**src/rtl/multicycle_control_unit_if.sv**
```systemverilog
// Control/handshake bundle between the multicycle control FSM and the datapath.
// Ports: ins/mem_ready flow from datapath into the FSM; out_signals, ALUOp, state,
//        instr_done and illegal_op flow from the FSM out to the datapath.
interface multicycle_control_unit_if #(
    parameter int NUM_SIGNALS = 15,
    parameter int ALUOP_WIDTH = 3
);
    logic [5:0]             ins;
    logic                   mem_ready;
    logic [NUM_SIGNALS-1:0] out_signals;
    logic [ALUOP_WIDTH-1:0] ALUOp;
    logic [3:0]             state;
    logic                   instr_done;
    logic                   illegal_op;

    // Control unit side
    modport master (
        input  ins, mem_ready,
        output out_signals, ALUOp, state, instr_done, illegal_op
    );

    // Datapath side
    modport slave (
        output ins, mem_ready,
        input  out_signals, ALUOp, state, instr_done, illegal_op
    );
endinterface

```
**src/rtl/multicycle_control_unit.sv**
```systemverilog
// Multicycle MIPS main control FSM: FETCH/DECODE/EXECUTE/MEM/WRITEBACK sequencing.
// Latency: LW 5, SW/R/I 4, BEQ/BNE/J 3, illegal 2 cycles with memory always ready.
// Backpressure: FETCH, MEM_RD and MEM_WR hold until mem_ready; strobes stay asserted while stalled.
//
// Ports: clk, rst_n (async active-low), bus (multicycle_control_unit_if.master).
// Optional macro PERF_CNT_EN adds output retired_cnt counting completed legal instructions.
// NUM_SIGNALS must be >= 15 and ALUOP_WIDTH >= 3; extra upper bits are driven 0.
module multicycle_control_unit #(
    parameter int NUM_SIGNALS    = 15,
    parameter int ALUOP_WIDTH    = 3,
    parameter int PERF_CNT_WIDTH = 32
) (
    input  logic                      clk,
    input  logic                      rst_n,
    multicycle_control_unit_if.master bus
`ifdef PERF_CNT_EN
    ,
    output logic [PERF_CNT_WIDTH-1:0] retired_cnt
`endif
);

    typedef enum logic [3:0] {
        S_FETCH    = 4'd0,
        S_DECODE   = 4'd1,
        S_MEM_ADDR = 4'd2,
        S_MEM_RD   = 4'd3,
        S_MEM_WB   = 4'd4,
        S_MEM_WR   = 4'd5,
        S_R_EXEC   = 4'd6,
        S_R_WB     = 4'd7,
        S_BR_EX    = 4'd8,
        S_J_EX     = 4'd9,
        S_I_EXEC   = 4'd10,
        S_I_WB     = 4'd11
    } state_e;

    localparam logic [5:0] OP_R     = 6'b000000;
    localparam logic [5:0] OP_LW    = 6'b100011;
    localparam logic [5:0] OP_SW    = 6'b101011;
    localparam logic [5:0] OP_BEQ   = 6'b000100;
    localparam logic [5:0] OP_BNE   = 6'b000101;
    localparam logic [5:0] OP_J     = 6'b000010;
    localparam logic [5:0] OP_ADDI  = 6'b001000;
    localparam logic [5:0] OP_ADDIU = 6'b001001;
    localparam logic [5:0] OP_ANDI  = 6'b001100;
    localparam logic [5:0] OP_ORI   = 6'b001101;
    localparam logic [5:0] OP_SLTI  = 6'b001010;

    localparam logic [2:0] ALU_ADD   = 3'b000;
    localparam logic [2:0] ALU_SUB   = 3'b001;
    localparam logic [2:0] ALU_FUNCT = 3'b010;
    localparam logic [2:0] ALU_AND   = 3'b011;
    localparam logic [2:0] ALU_OR    = 3'b100;
    localparam logic [2:0] ALU_SLT   = 3'b101;

    // Bit positions inside the control word
    localparam int B_REGDST   = 0;
    localparam int B_BRANCH   = 1;
    localparam int B_MEMREAD  = 2;
    localparam int B_MEMTOREG = 3;
    localparam int B_MEMWRITE = 4;
    localparam int B_ALUSRCA  = 5;
    localparam int B_REGWRITE = 6;
    localparam int B_PCWRITE  = 7;
    localparam int B_IORD     = 8;
    localparam int B_IRWRITE  = 9;
    localparam int B_SRCB_LO  = 10;
    localparam int B_PCSRC_LO = 12;
    localparam int B_BRANCHNE = 14;

    state_e      state_q, state_d;
    logic [5:0]  op_q, op_d;
    logic [14:0] ctl;
    logic [2:0]  alu_op;
    logic        done;
    logic        illegal;

    always_ff @(posedge clk or negedge rst_n) begin
        if (!rst_n) begin
            state_q <= S_FETCH;
            op_q    <= 6'b0;
        end else begin
            state_q <= state_d;
            op_q    <= op_d;
        end
    end

    always_comb begin
        state_d = state_q;
        op_d    = op_q;
        ctl     = '0;
        alu_op  = ALU_ADD;
        done    = 1'b0;
        illegal = 1'b0;
        case (state_q)
            S_FETCH: begin
                ctl[B_MEMREAD]              = 1'b1;
                ctl[B_SRCB_LO+1:B_SRCB_LO]  = 2'b01;
                ctl[B_IRWRITE]              = bus.mem_ready;
                ctl[B_PCWRITE]              = bus.mem_ready;
                if (bus.mem_ready) state_d = S_DECODE;
            end
            S_DECODE: begin
                ctl[B_SRCB_LO+1:B_SRCB_LO] = 2'b11;
                op_d = bus.ins;
                // Next state is steered by the live opcode; op_q is loaded on the same edge.
                case (bus.ins)
                    OP_LW, OP_SW:   state_d = S_MEM_ADDR;
                    OP_R:           state_d = S_R_EXEC;
                    OP_BEQ, OP_BNE: state_d = S_BR_EX;
                    OP_J:           state_d = S_J_EX;
                    OP_ADDI, OP_ADDIU, OP_ANDI, OP_ORI, OP_SLTI:
                                    state_d = S_I_EXEC;
                    default: begin
                        illegal = 1'b1;
                        state_d = S_FETCH;
                    end
                endcase
            end
            S_MEM_ADDR: begin
                ctl[B_ALUSRCA]             = 1'b1;
                ctl[B_SRCB_LO+1:B_SRCB_LO] = 2'b10;
                state_d = (op_q == OP_LW) ? S_MEM_RD : S_MEM_WR;
            end
            S_MEM_RD: begin
                ctl[B_MEMREAD] = 1'b1;
                ctl[B_IORD]    = 1'b1;
                if (bus.mem_ready) state_d = S_MEM_WB;
            end
            S_MEM_WB: begin
                ctl[B_MEMTOREG] = 1'b1;
                ctl[B_REGWRITE] = 1'b1;
                done    = 1'b1;
                state_d = S_FETCH;
            end
            S_MEM_WR: begin
                // The write strobe is held for the whole stall so slow memory sees a stable request.
                ctl[B_MEMWRITE] = 1'b1;
                ctl[B_IORD]     = 1'b1;
                if (bus.mem_ready) begin
                    done    = 1'b1;
                    state_d = S_FETCH;
                end
            end
            S_R_EXEC: begin
                ctl[B_ALUSRCA] = 1'b1;
                alu_op  = ALU_FUNCT;
                state_d = S_R_WB;
            end
            S_R_WB: begin
                ctl[B_REGDST]   = 1'b1;
                ctl[B_REGWRITE] = 1'b1;
                done    = 1'b1;
                state_d = S_FETCH;
            end
            S_BR_EX: begin
                ctl[B_ALUSRCA]                 = 1'b1;
                ctl[B_PCSRC_LO+1:B_PCSRC_LO]   = 2'b01;
                ctl[B_BRANCH]                  = (op_q == OP_BEQ);
                ctl[B_BRANCHNE]                = (op_q == OP_BNE);
                alu_op  = ALU_SUB;
                done    = 1'b1;
                state_d = S_FETCH;
            end
            S_J_EX: begin
                ctl[B_PCWRITE]               = 1'b1;
                ctl[B_PCSRC_LO+1:B_PCSRC_LO] = 2'b10;
                done    = 1'b1;
                state_d = S_FETCH;
            end
            S_I_EXEC: begin
                ctl[B_ALUSRCA]             = 1'b1;
                ctl[B_SRCB_LO+1:B_SRCB_LO] = 2'b10;
                case (op_q)
                    OP_ANDI: alu_op = ALU_AND;
                    OP_ORI:  alu_op = ALU_OR;
                    OP_SLTI: alu_op = ALU_SLT;
                    default: alu_op = ALU_ADD;
                endcase
                state_d = S_I_WB;
            end
            S_I_WB: begin
                ctl[B_REGWRITE] = 1'b1;
                done    = 1'b1;
                state_d = S_FETCH;
            end
            default: begin
                // Unused encodings: all outputs quiet, recover to FETCH.
                state_d = S_FETCH;
            end
        endcase
    end

    // Outputs are gated by rst_n so the reset state (FETCH) never asserts a strobe
    // while reset is held, including asynchronously mid-cycle.
    always_comb begin
        bus.out_signals = '0;
        bus.ALUOp       = '0;
        if (rst_n) begin
            bus.out_signals[14:0] = ctl;
            bus.ALUOp[2:0]        = alu_op;
        end
    end

    assign bus.state      = state_q;
    assign bus.instr_done = rst_n & done;
    assign bus.illegal_op = rst_n & illegal;

`ifdef PERF_CNT_EN
    logic [PERF_CNT_WIDTH-1:0] retired_cnt_q, retired_cnt_d;

    // Natural modulo-2^N wrap on overflow.
    always_comb begin
        retired_cnt_d = retired_cnt_q;
        if (bus.instr_done) retired_cnt_d = retired_cnt_q + PERF_CNT_WIDTH'(1);
    end

    always_ff @(posedge clk or negedge rst_n) begin
        if (!rst_n) retired_cnt_q <= '0;
        else        retired_cnt_q <= retired_cnt_d;
    end

    assign retired_cnt = retired_cnt_q;
`endif

endmodule

```
**src/flat_wrapper.sv**
```systemverilog
// flat-port wrapper written by rule: the top's interface ports become plain ports
module multicycle_control_unit_flat 
#(
    parameter int NUM_SIGNALS    = 15,
    parameter int ALUOP_WIDTH    = 3,
    parameter int PERF_CNT_WIDTH = 32
)
  (clk, rst_n, bus_ins, bus_mem_ready, bus_out_signals, bus_ALUOp, bus_state, bus_instr_done, bus_illegal_op);
  multicycle_control_unit_if #(.NUM_SIGNALS(NUM_SIGNALS), .ALUOP_WIDTH(ALUOP_WIDTH)) bus_i ();
  input  logic clk;
  input  logic rst_n;
  input wire logic [$bits(bus_i.ins)-1:0] bus_ins;
  input wire logic [$bits(bus_i.mem_ready)-1:0] bus_mem_ready;
  output wire logic [$bits(bus_i.out_signals)-1:0] bus_out_signals;
  output wire logic [$bits(bus_i.ALUOp)-1:0] bus_ALUOp;
  output wire logic [$bits(bus_i.state)-1:0] bus_state;
  output wire logic [$bits(bus_i.instr_done)-1:0] bus_instr_done;
  output wire logic [$bits(bus_i.illegal_op)-1:0] bus_illegal_op;
  assign bus_i.ins = bus_ins;
  assign bus_i.mem_ready = bus_mem_ready;
  assign bus_out_signals = bus_i.out_signals;
  assign bus_ALUOp = bus_i.ALUOp;
  assign bus_state = bus_i.state;
  assign bus_instr_done = bus_i.instr_done;
  assign bus_illegal_op = bus_i.illegal_op;
  multicycle_control_unit #(.NUM_SIGNALS(NUM_SIGNALS), .ALUOP_WIDTH(ALUOP_WIDTH), .PERF_CNT_WIDTH(PERF_CNT_WIDTH)) u_core (.clk(clk), .rst_n(rst_n), .bus(bus_i));
endmodule
```
**config.mk**
```make
export PLATFORM = sky130hd
export DESIGN_NAME = multicycle_control_unit_flat
export DESIGN_NICKNAME = d
export VERILOG_FILES = /design/src/rtl/multicycle_control_unit_if.sv /design/src/rtl/multicycle_control_unit.sv /design/src/flat_wrapper.sv
export SDC_FILE = /design/constraint.sdc
export NUM_CORES = 1
export LEC_CHECK = 0
export CORE_UTILIZATION = 47
export CTS_BUF_LIST = sky130_fd_sc_hd__clkbuf_16
export CTS_CLUSTER_DIAMETER = 150
export DETAILED_ROUTE_END_ITERATION = 12
export PLACE_DENSITY = 0.85
export SLEW_MARGIN = 20
export SYNTH_ARGS = -nofsm -noshare
export SYNTH_HDL_FRONTEND = slang
export SYNTH_SLANG_ARGS = --single-unit
```
**constraint.sdc**
```tcl
create_clock -name clk -period 2.2 [get_ports clk]
set_input_delay 0.44 -clock clk [delete_from_list [all_inputs] [get_ports clk]]
set_output_delay 0.44 -clock clk [all_outputs]
set_load 0.02 [all_outputs]
```
* After elaboration in Yosys (flattened, before gate mapping) *
Index checks and enable logic that the tools add are counted.

word-level totals
  logic and storage cells = 74
  register bits = 10

cells by class
  reductions and logical operators = 13
  mux-type cells = 27
  bitwise gates (word level) = 2
  equal/unequal tests = 30

operators by type and width
  operator                                                         count
  6-bit by 4-bit == test with 1-bit output, second input constant  8
  4-bit one-hot mux with 7 select lines                            1
  6-bit by 3-bit == test with 1-bit output, second input constant  4
  4-bit one-hot mux with 5 select lines                            1
  6-bit == test, second input constant                             3
  3-bit one-hot mux with 3 select lines                            2
  4-bit by 3-bit == test with 1-bit output, second input constant  4
  4-bit == test, second input constant                             4
  15-bit 2-to-1 mux                                                1
  1-bit 2-to-1 mux                                                 13
  4-bit 2-to-1 mux                                                 3
  11-bit OR reduction                                              1
  2-bit OR reduction                                               5
  5-bit OR reduction                                               2
  4-bit by 2-bit == test with 1-bit output, second input constant  2
  6-bit by 2-bit == test with 1-bit output, second input constant  1
  6-bit logical NOT                                                1
  3-bit 2-to-1 mux                                                 2
  2-bit != test, second input constant                             3
  2-bit one-hot mux with 3 select lines                            1
  4-bit by 1-bit == test with 1-bit output, second input constant  1
  4-bit logical NOT                                                1
  1-bit one-hot mux with 2 select lines                            2
  2-bit one-hot mux with 2 select lines                            1
  other kinds (4)                                                  5

* Logic depth before layout (Yosys ltp) *
Gate-level depths: netlist of the first run.

  depth in word-level cells = 5
  mapped depth = 5
  mapped depth without buffers = 4

* Least setup slack after synthesis of the first run *
Ideal clock, no wire load.

  path kind = reg-to-output
  start point = register u_core.state_q[2], in the netlist u_core.bus.state[2]
  end point = output port bus_out_signals[14]
  cell stages (with the launch flop) = 4
  slack = 0.054 ns
  arrival time = 1.706 ns
  data required time = 1.760 ns
  cell sequence = dfrtp_1 -> and2b_1 -> nand3_1 -> nor4b_1

on the way
  cells in the longest elaborated chain, start to end = 3

RTL lines
  item                      line                            RTL
  start: declaration        multicycle_control_unit.sv:71   state_e state_q, state_d;
  start signal: assignment  multicycle_control_unit.sv:83   state_q <= state_d;
  4-bit == test             multicycle_control_unit.sv:95   case (state_q)
  1-bit 2-to-1 mux          multicycle_control_unit.sv:95
  15-bit 2-to-1 mux         multicycle_control_unit.sv:199  if (rst_n) begin
  end: declaration          flat_wrapper.sv:14              output wire logic [$bits(bus_i.out_signals)-1:0] bus_out_signals;

No other way between the ends.

* Worst setup path in the final report of the first run *
  start point = input port bus_mem_ready
  end point = output port bus_instr_done

on the way
  cells in the longest elaborated chain, start to end = 3

RTL lines
  item                                   line                            RTL
  start: declaration                     flat_wrapper.sv:13              input wire logic [$bits(bus_i.mem_ready)-1:0] bus_mem_ready;
  1-bit 2-to-1 mux                       multicycle_control_unit.sv:140  if (bus.mem_ready) begin
  1-bit one-hot mux with 2 select lines  multicycle_control_unit.sv:95
  1-bit bitwise AND                      multicycle_control_unit.sv:206  assign bus.instr_done = rst_n & done;
  end: declaration                       flat_wrapper.sv:17              output wire logic [$bits(bus_i.instr_done)-1:0] bus_instr_done;

No other way between the ends.

==> results of run 1 <==
[cells by family (layout without fill, tap and decap cells)]
logic type	Yosys count	after routing	share of synthesized area (%)
AOI/OAI and AO/OA	27	27	20.6
xor gates and xnor gates	1	1	0.956
buffers and inverters	8	68	4.78
DFF	10	10	27.3
muxes	7	7	8.47
and+or+nand+nor	59	59	37.8
[worst max-delay path: stages]
cell	delay (ns)
clkdlybuf4s50_1	0.51
nor2_1	0.06
o21ai_0	0.19
o2111a_1	0.22
dlygate4sd2_1	0.33
[cell usage in the layout (no fill, tap or decap), types with 2 or more instances in the layout]
cell type / instances
nand4_1: 2
a41oi_1: 2
clkbuf_2: 3
inv_1: 4
nand2b_1: 7
dlymetal6s2s_1: 2
nor2b_1: 3
a211oi_2: 2
buf_2: 9
a211oi_1: 2
dlygate4sd2_1: 6
nor4b_2: 2
buf_4: 29
clkbuf_16: 3
nor3_1: 9
a31oi_1: 3
dfrtp_1: 9
nor2b_4: 2
mux2_2: 6
nand3_1: 2
clkdlybuf4s50_1: 8
nor4_2: 2
nand2_1: 5
o21ai_0: 5
nor2_1: 13
o22ai_1: 2
a21oi_1: 5
[flip-flops by register name (all words and copies together), names as in the netlist]
register          count
u_core.bus.state      4
u_core.op_q           6
[final cells by class]
| type | instances | area share, % |
|---|---|---|
| repair buffers | 60 | 30.8 |
| multi-input cells | 94 | 44.7 |
| flip-flops and latches | 10 | 16.4 |
| clock inverters | 1 | 0.245 |
| inverters | 4 | 0.979 |
| clock buffers | 3 | 4.89 |
| well taps | 25 | 2.04 |
[power by group through the flow]
stage | clock (mW) | sequential, mW | combinational [mW]
after global routing | 0.334 | 0.382 | 0.953
final | 0.325 | 0.374 | 0.895
after global placement | 0 | 0.336 | 0.813
after detailed placement | 0 | 0.343 | 0.839
after floorplan | 0 | 0.370 | 0.466
after CTS | 0.322 | 0.347 | 0.832
[layer usage]
layer / track usage [%] / up-vias / wire length (um) / part of all wire, %
met4: 13.5 / 0 / 55 / 1.5
met5: 0 / - / 0 / 0
met1: 37.9 / 566 / 1420 / 39
li1: - / 542 / - / -
met3: 2.35 / 11 / 252 / 7.0
met2: 59.2 / 86 / 1880 / 52
[per-stage QoR]
stage	total power, mW	cell area (um^2)	hold WS [ns]	worst slack [ns]
after floorplan	0.836	916	0.144	0.0543
after global placement	1.15	1450	0.547	-0.526
after detailed placement	1.18	1450	0.558	-0.609
after CTS	1.50	1510	0.536	-0.00904
after global routing	1.67	1530	0.577	-0.0373
final	1.59	1530	0.556	0.0113
[what timing repair did]
item,4_1_cts,5_1_grt
setup buffers,0,0
pin swaps,1,1
endpoints found under the setup margin,20,15
resized for setup,68,25
hold endpoints to repair,0,0
hold buffers,0,0
[worst paths after layout]
path / startpoint / to / slack [ns] / cells past startpoint
setup / recovery: bus_mem_ready / bus_instr_done / 0.01 / 5
hold / removal: rst_n / u_core.bus.state[1]$_DFFE_PN0P_ / 0.56 / 2
setup reg to reg: u_core.bus.state[1]$_DFFE_PN0P_ / u_core.op_q[5]$_DFFE_PN0P_ / 0.49 / 5
hold reg to reg: u_core.op_q[3]$_DFFE_PN0P_ / u_core.op_q[3]$_DFFE_PN0P_ / 0.62 / 1
max in group asynchronous: rst_n / u_core.bus.state[0]$_DFFE_PN0P_ / 1.49 / 2
min in group clk: u_core.op_q[3]$_DFFE_PN0P_ / u_core.op_q[3]$_DFFE_PN0P_ / 0.62 / 1
==> results.json, run 1 <==
{
  "drtIter0Drc": 65,
  "clock_tree.root_cell": "clkbuf_16",
  "antennaDiodeCount": 0,
  "antenna_violating_nets_post_route": 0,
  "synth_async_sr_flop_share_pct": 100,
  "start_to_end_type_of_the_worst_setup_path": "input port to output pin",
  "grt_overflow_total": 0,
  "clkLatencyLatePin_ns": 0.24,
  "power.net_switching_mw": 0.683,
  "syn-cell-area_um2": 916,
  "number_of_inserted_filler_cells_in_the_final_layout": 93,
  "power_density_cells_mw_per_mm2": 1040,
  "cp-start-kind": "input port",
  "drc_violations": 0,
  "final_min_period_over_clock_period_pct": 99.5,
  "synth_flop_cell": "dfrtp_1",
  "combPwrFrac_pct": 56.2,
  "dr_total_vias": 1205,
  "intPower_mw": 0.911,
  "grt_setup_unrepaired": "yes",
  "vdd.ir_drop.worst_uv": 728,
  "place.gp.congestion": 0.888,
  "syn-num-nets": 121,
  "cellLeakagePower_nw": 0.688,
  "worstHoldPathType": "input port to asynchronous set/reset pin",
  "power_switching_share_pct": 42.8,
  "crit_arrival_ns": 1.75,
  "area.sequential_um2": 251,
  "boundaryPins": 33,
  "chipHeight_um": 46.1,
  "num-nets-final": 182,
  "grt_start_max_net_pins": 18,
  "die_area_mm2": 0.00213,
  "clkTransAtPathRegs_ns": 0.04,
  "detailed_route_vias_per_instance": 6.12,
  "grt_pass1_vias": 1061,
  "run_status": "finished clean",
  "synth_edf_count": 0,
  "antenna_found_initial": 0,
  "final_hold_viol_count": 0,
  "synth.area.top_cells": "dfrtp_1, mux2_2, nor2_1",
  "worst-path-max-fanout": 3,
  "share_clk_of_total_power_pct": 20.4,
  "die_x_um": 46.1,
  "worst_slew_pin_slew_ns": 0.402,
  "layout_min_cycle_time_ns": 2.19,
  "portBuffers": 32,
  "grt.total_usage_pct": 32.2,
  "number_of_different_library_cells_in_the_post_synthesis_netlist": 39,
  "layout-area-overhead-vs-synth_pct": 67.5,
  "start_util_pct": 51.4,
  "most_numerous_cell_in_the_yosys_netlist": "nor2_1",
  "setup_violations": 0,
  "finalSetupTns_ns": 0,
  "hpwlAfterDp_um": 2250,
  "syn-instance-count": 112,
  "grt_pass1_wl_um": 4780,
  "rows": 15,
  "routed_wire_length_per_instance_um": 18.3,
  "relative_contribution_of_sequential_cells_to_total_power_pct": 23.4,
  "report.final.slew_viol_count": 0,
  "ys_seq_elements": 10,
  "synth.yosys.warnings": 0,
  "htree_num_levels": 1,
  "clock_sinks": 10,
  "placed_cells_incl_taps": 193,
  "finClkSkew_ns": 0.00175,
  "routed_wire_length_um": 3610,
  "worst_ep_required_time_ns": 1.76,
  "fin_util_pct": 86.0,
  "synth_top_area_share_pct": 27.3,
  "endpoint_kind": "output pin",
  "cts_tree": "done",
  "max_clock_freq_ghz": 0.457,
  "netlist_top_cells_count": "nor2_1, dfrtp_1, nor3_1",
  "post-synth-top-area-cell": "dfrtp_1",
  "cts-buffers-inserted": 3,
  "max_slew_margin_pct": 73.1,
  "post_layout_nonfiller_instances": 197,
  "clock_path_buffers": 2,
  "post_synth.cell_area_avg_um2": 8.18,
  "core-area_mm2": 0.00178,
  "drv_cap": 0,
  "multi_input_comb_area_um2": 686,
  "first_pass_detailed_route_iteration_total": 4,
  "drive_above_1_share_pct": 39.5,
  "synth-seq-area-share_pct": 27.3
}
Note: power is estimated with default switching activity, not from simulation.
==> run 2, diff against run 1 <==
Settings changed: CORE_UTILIZATION 47 to 60, CTS_BUF_LIST sky130_fd_sc_hd__clkbuf_16 to sky130_fd_sc_hd__clkbuf_4 sky130_fd_sc_hd__clkbuf_8, DONT_BUFFER_PORTS set to 1, PLACE_DENSITY 0.85 to 0.77.
==> results.json, run 2 (synthesis gave the netlist of run 1 again) <==
{
  "run_status": "finished clean",
  "placement.setup.worst_slack_ns": 0.327,
  "clock_sinks": 10,
  "worst_r2r_path_depth": 4,
  "min_path_cells": 1,
  "routed_wire_length_um": 2460,
  "grt_pass1_vias": 781,
  "crit-reg2reg-capture": "u_core.op_q[5]$_DFFE_PN0P_",
  "worstHoldStart": "bus_ins[1]",
  "die_x_um": 41.1,
  "clkTransAtPathRegs_ns": 0.06,
  "hpwlAfterDp_um": 1840,
  "crit_arrival_ns": 1.68,
  "clock_tree.root_cell": "clkbuf_4",
  "worst_slew_pin_slew_ns": 0.497,
  "drv_cap": 0,
  "worst_ep_required_time_ns": 1.76,
  "place.gp.congestion": 0.827,
  "worstHoldPathType": "input port to flop",
  "cts_tree": "done",
  "power_density_cells_mw_per_mm2": 1060,
  "final_min_period_over_clock_period_pct": 96.3,
  "timing.reg2reg.setup_slack_ns": 0.51,
  "endpoint_kind": "output pin",
  "start_util_pct": 67.0,
  "final_hold_viol_count": 0,
  "num-nets-final": 141,
  "chipHeight_um": 41.1,
  "htree_num_levels": 1,
  "timing.critical_path.max_delay_family": "simple AND/OR/NAND/NOR gates",
  "crit_path_max_incr_delay_ns": 0.50,
  "power_switching_share_pct": 45.7,
  "clock_path_buffers": 2,
  "intPower_mw": 0.633,
  "finClkSkew_ns": 0.000667,
  "worst-path-max-fanout": 11,
  "vdd.ir_drop.worst_uv": 732,
  "dr_total_vias": 978,
  "layout_min_cycle_time_ns": 2.12,
  "layout-area-overhead-vs-synth_pct": 20.6,
  "hold_end": "u_core.op_q[1]$_DFFE_PN0P_",
  "grt_setup_unrepaired": "no",
  "drtIter0Drc": 46,
  "start_to_end_type_of_the_worst_setup_path": "flop to output pin",
  "grt_overflow_total": 0,
  "antenna_found_initial": 0,
  "drive_above_1_share_pct": 28.2,
  "report.final.slew_viol_count": 0,
  "grt.total_usage_pct": 30.5,
  "post-cts-setup-buffers": 0,
  "combPwrFrac_pct": 51.9,
  "first_pass_detailed_route_iteration_total": 6,
  "cp-start-kind": "flop",
  "layout.cells.most_common": "buf_4",
  "portBuffers": 0,
  "most-common-layout-cells": "buf_4, nor2_1, nor3_1, dfrtp_1, nand2b_1",
  "drc_violations": 0,
  "max_slew_margin_pct": 66.6,
  "antenna_violating_nets_post_route": 0,
  "boundaryPins": 33,
  "cp_cell_sequence": "nor2b_1 -> nand3_1 -> nor4b_1 -> buf_4",
  "grt_start_max_net_pins": 12,
  "layout_setup_ws_ns": 0.0820,
  "setup_violations": 0,
  "register_ranked_first_by_flip_flop_count": "u_core.op_q",
  "grt_pass1_wl_um": 3350,
  "critPathSlowestCell": "dfrtp_1",
  "cellLeakagePower_nw": 0.439,
  "detailed_route_vias_per_instance": 6.70,
  "largest_reg_flops": 6,
  "cts-buffers-inserted": 3,
  "rows": 13,
  "crit_buf_inv": 1,
  "relative_contribution_of_sequential_cells_to_total_power_pct": 34.6,
  "die_area_mm2": 0.00169,
  "max_clock_freq_ghz": 0.472,
  "antennaDiodeCount": 0,
  "clkLatencyLatePin_ns": 0.25,
  "power.net_switching_mw": 0.533,
  "share_clk_of_total_power_pct": 13.5,
  "rr_startpoint": "u_core.bus.state[0]$_DFFE_PN0P_",
  "core-area_mm2": 0.00137,
  "finalSetupTns_ns": 0,
  "routed_wire_length_per_instance_um": 16.8
}
==> run 2: changes by cell type in the layout (fill, tap and decap cells not counted), sizes merged, moves of 2 or more <==
| cell | delta |
|---|---|
| clkdlybuf4s15 | -2 |
| buf | -21 |
| clkdlybuf4s50 | -8 |
| dlygate4sd2 | -6 |
| clkbuf | -2 |
| dlymetal6s2s | -2 |
==> run 2: area by class of cell <==
| class | instances | area [um^2] |
|---|---|---|
| repair buffers | 19 | 145 |
| well taps | 15 | 18.8 |
| fillers | 110 | 262 |
| clock buffers | 4 | 36.3 |
| inverters | 4 | 15.0 |
| flip-flops and latches | 10 | 253 |
| multi-input cells | 94 | 637 |
==> run 2: worst max-delay path by stage <==
stage / slack (ns) / to / depth (start not counted) / start
floorplan: 0.05 / bus_out_signals[14] / 3 / u_core.bus.state[2]$_DFFE_PN0P_
global placement: 0.42 / bus_out_signals[14] / 4 / u_core.bus.state[1]$_DFFE_PN0P_
detailed placement: 0.33 / bus_ALUOp[1] / 4 / u_core.op_q[0]$_DFFE_PN0P_
CTS: 0.05 / bus_ALUOp[1] / 4 / u_core.op_q[0]$_DFFE_PN0P_
global route: 0.0003 / bus_out_signals[14] / 4 / u_core.bus.state[0]$_DFFE_PN0P_
finish: 0.08 / bus_out_signals[14] / 4 / u_core.bus.state[0]$_DFFE_PN0P_
==> run 2: what timing repair did <==
action,4_1_cts,5_1_grt
gates resized for setup,0,5
hold buffers,1,0
setup endpoints to repair,0,4
endpoints found under the hold margin,10,0
==> run 2: per-stage QoR <==
| step | instances | utilization, % | hold WS, ns | power (mW) | cell area [um^2] |
|---|---|---|---|---|---|
| floorplan | 112 | - | 0.144 | 0.836 | 916 |
| global placement | 141 | 76.2 | 0.145 | 0.946 | 1040 |
| detailed placement | 141 | 76.2 | 0.145 | 0.972 | 1040 |
| CTS | 146 | 79.6 | 0.336 | 1.13 | 1090 |
| global route | 146 | 80.9 | 0.321 | 1.24 | 1100 |
| finish | 146 | 80.9 | 0.336 | 1.17 | 1100 |
==> run 2: per-layer routing <==
| metal | vias to the layer above | GRT usage [%] | wire [um] | part of all wire, % |
|---|---|---|---|---|
| met5 | - | 0 | 0 | 0 |
| met4 | 0 | 7.50 | 13 | 0.53 |
| met3 | 2 | 2.72 | 196 | 8.0 |
| met2 | 55 | 53.9 | 1220 | 50 |
| met1 | 455 | 39.2 | 1020 | 42 |
| li1 | 466 | - | - | - |
==> run 2: power by group through the flow <==
| stage | logic, mW | clock network [mW] | registers, mW |
|---|---|---|---|
| after floorplan | 0.466 | 0 | 0.370 |
| after global placement | 0.569 | 0 | 0.377 |
| after detailed placement | 0.586 | 0 | 0.386 |
| after CTS | 0.591 | 0.159 | 0.382 |
| after global routing | 0.650 | 0.171 | 0.417 |
| final | 0.606 | 0.157 | 0.404 |
==> run 2: worst register-to-register path, stage by stage (launching register included) <==
cell      delay, ns
dfrtp_1        0.54
buf_4          0.25
nand2b_4       0.09
nor3_4         0.31
mux2_2         0.39
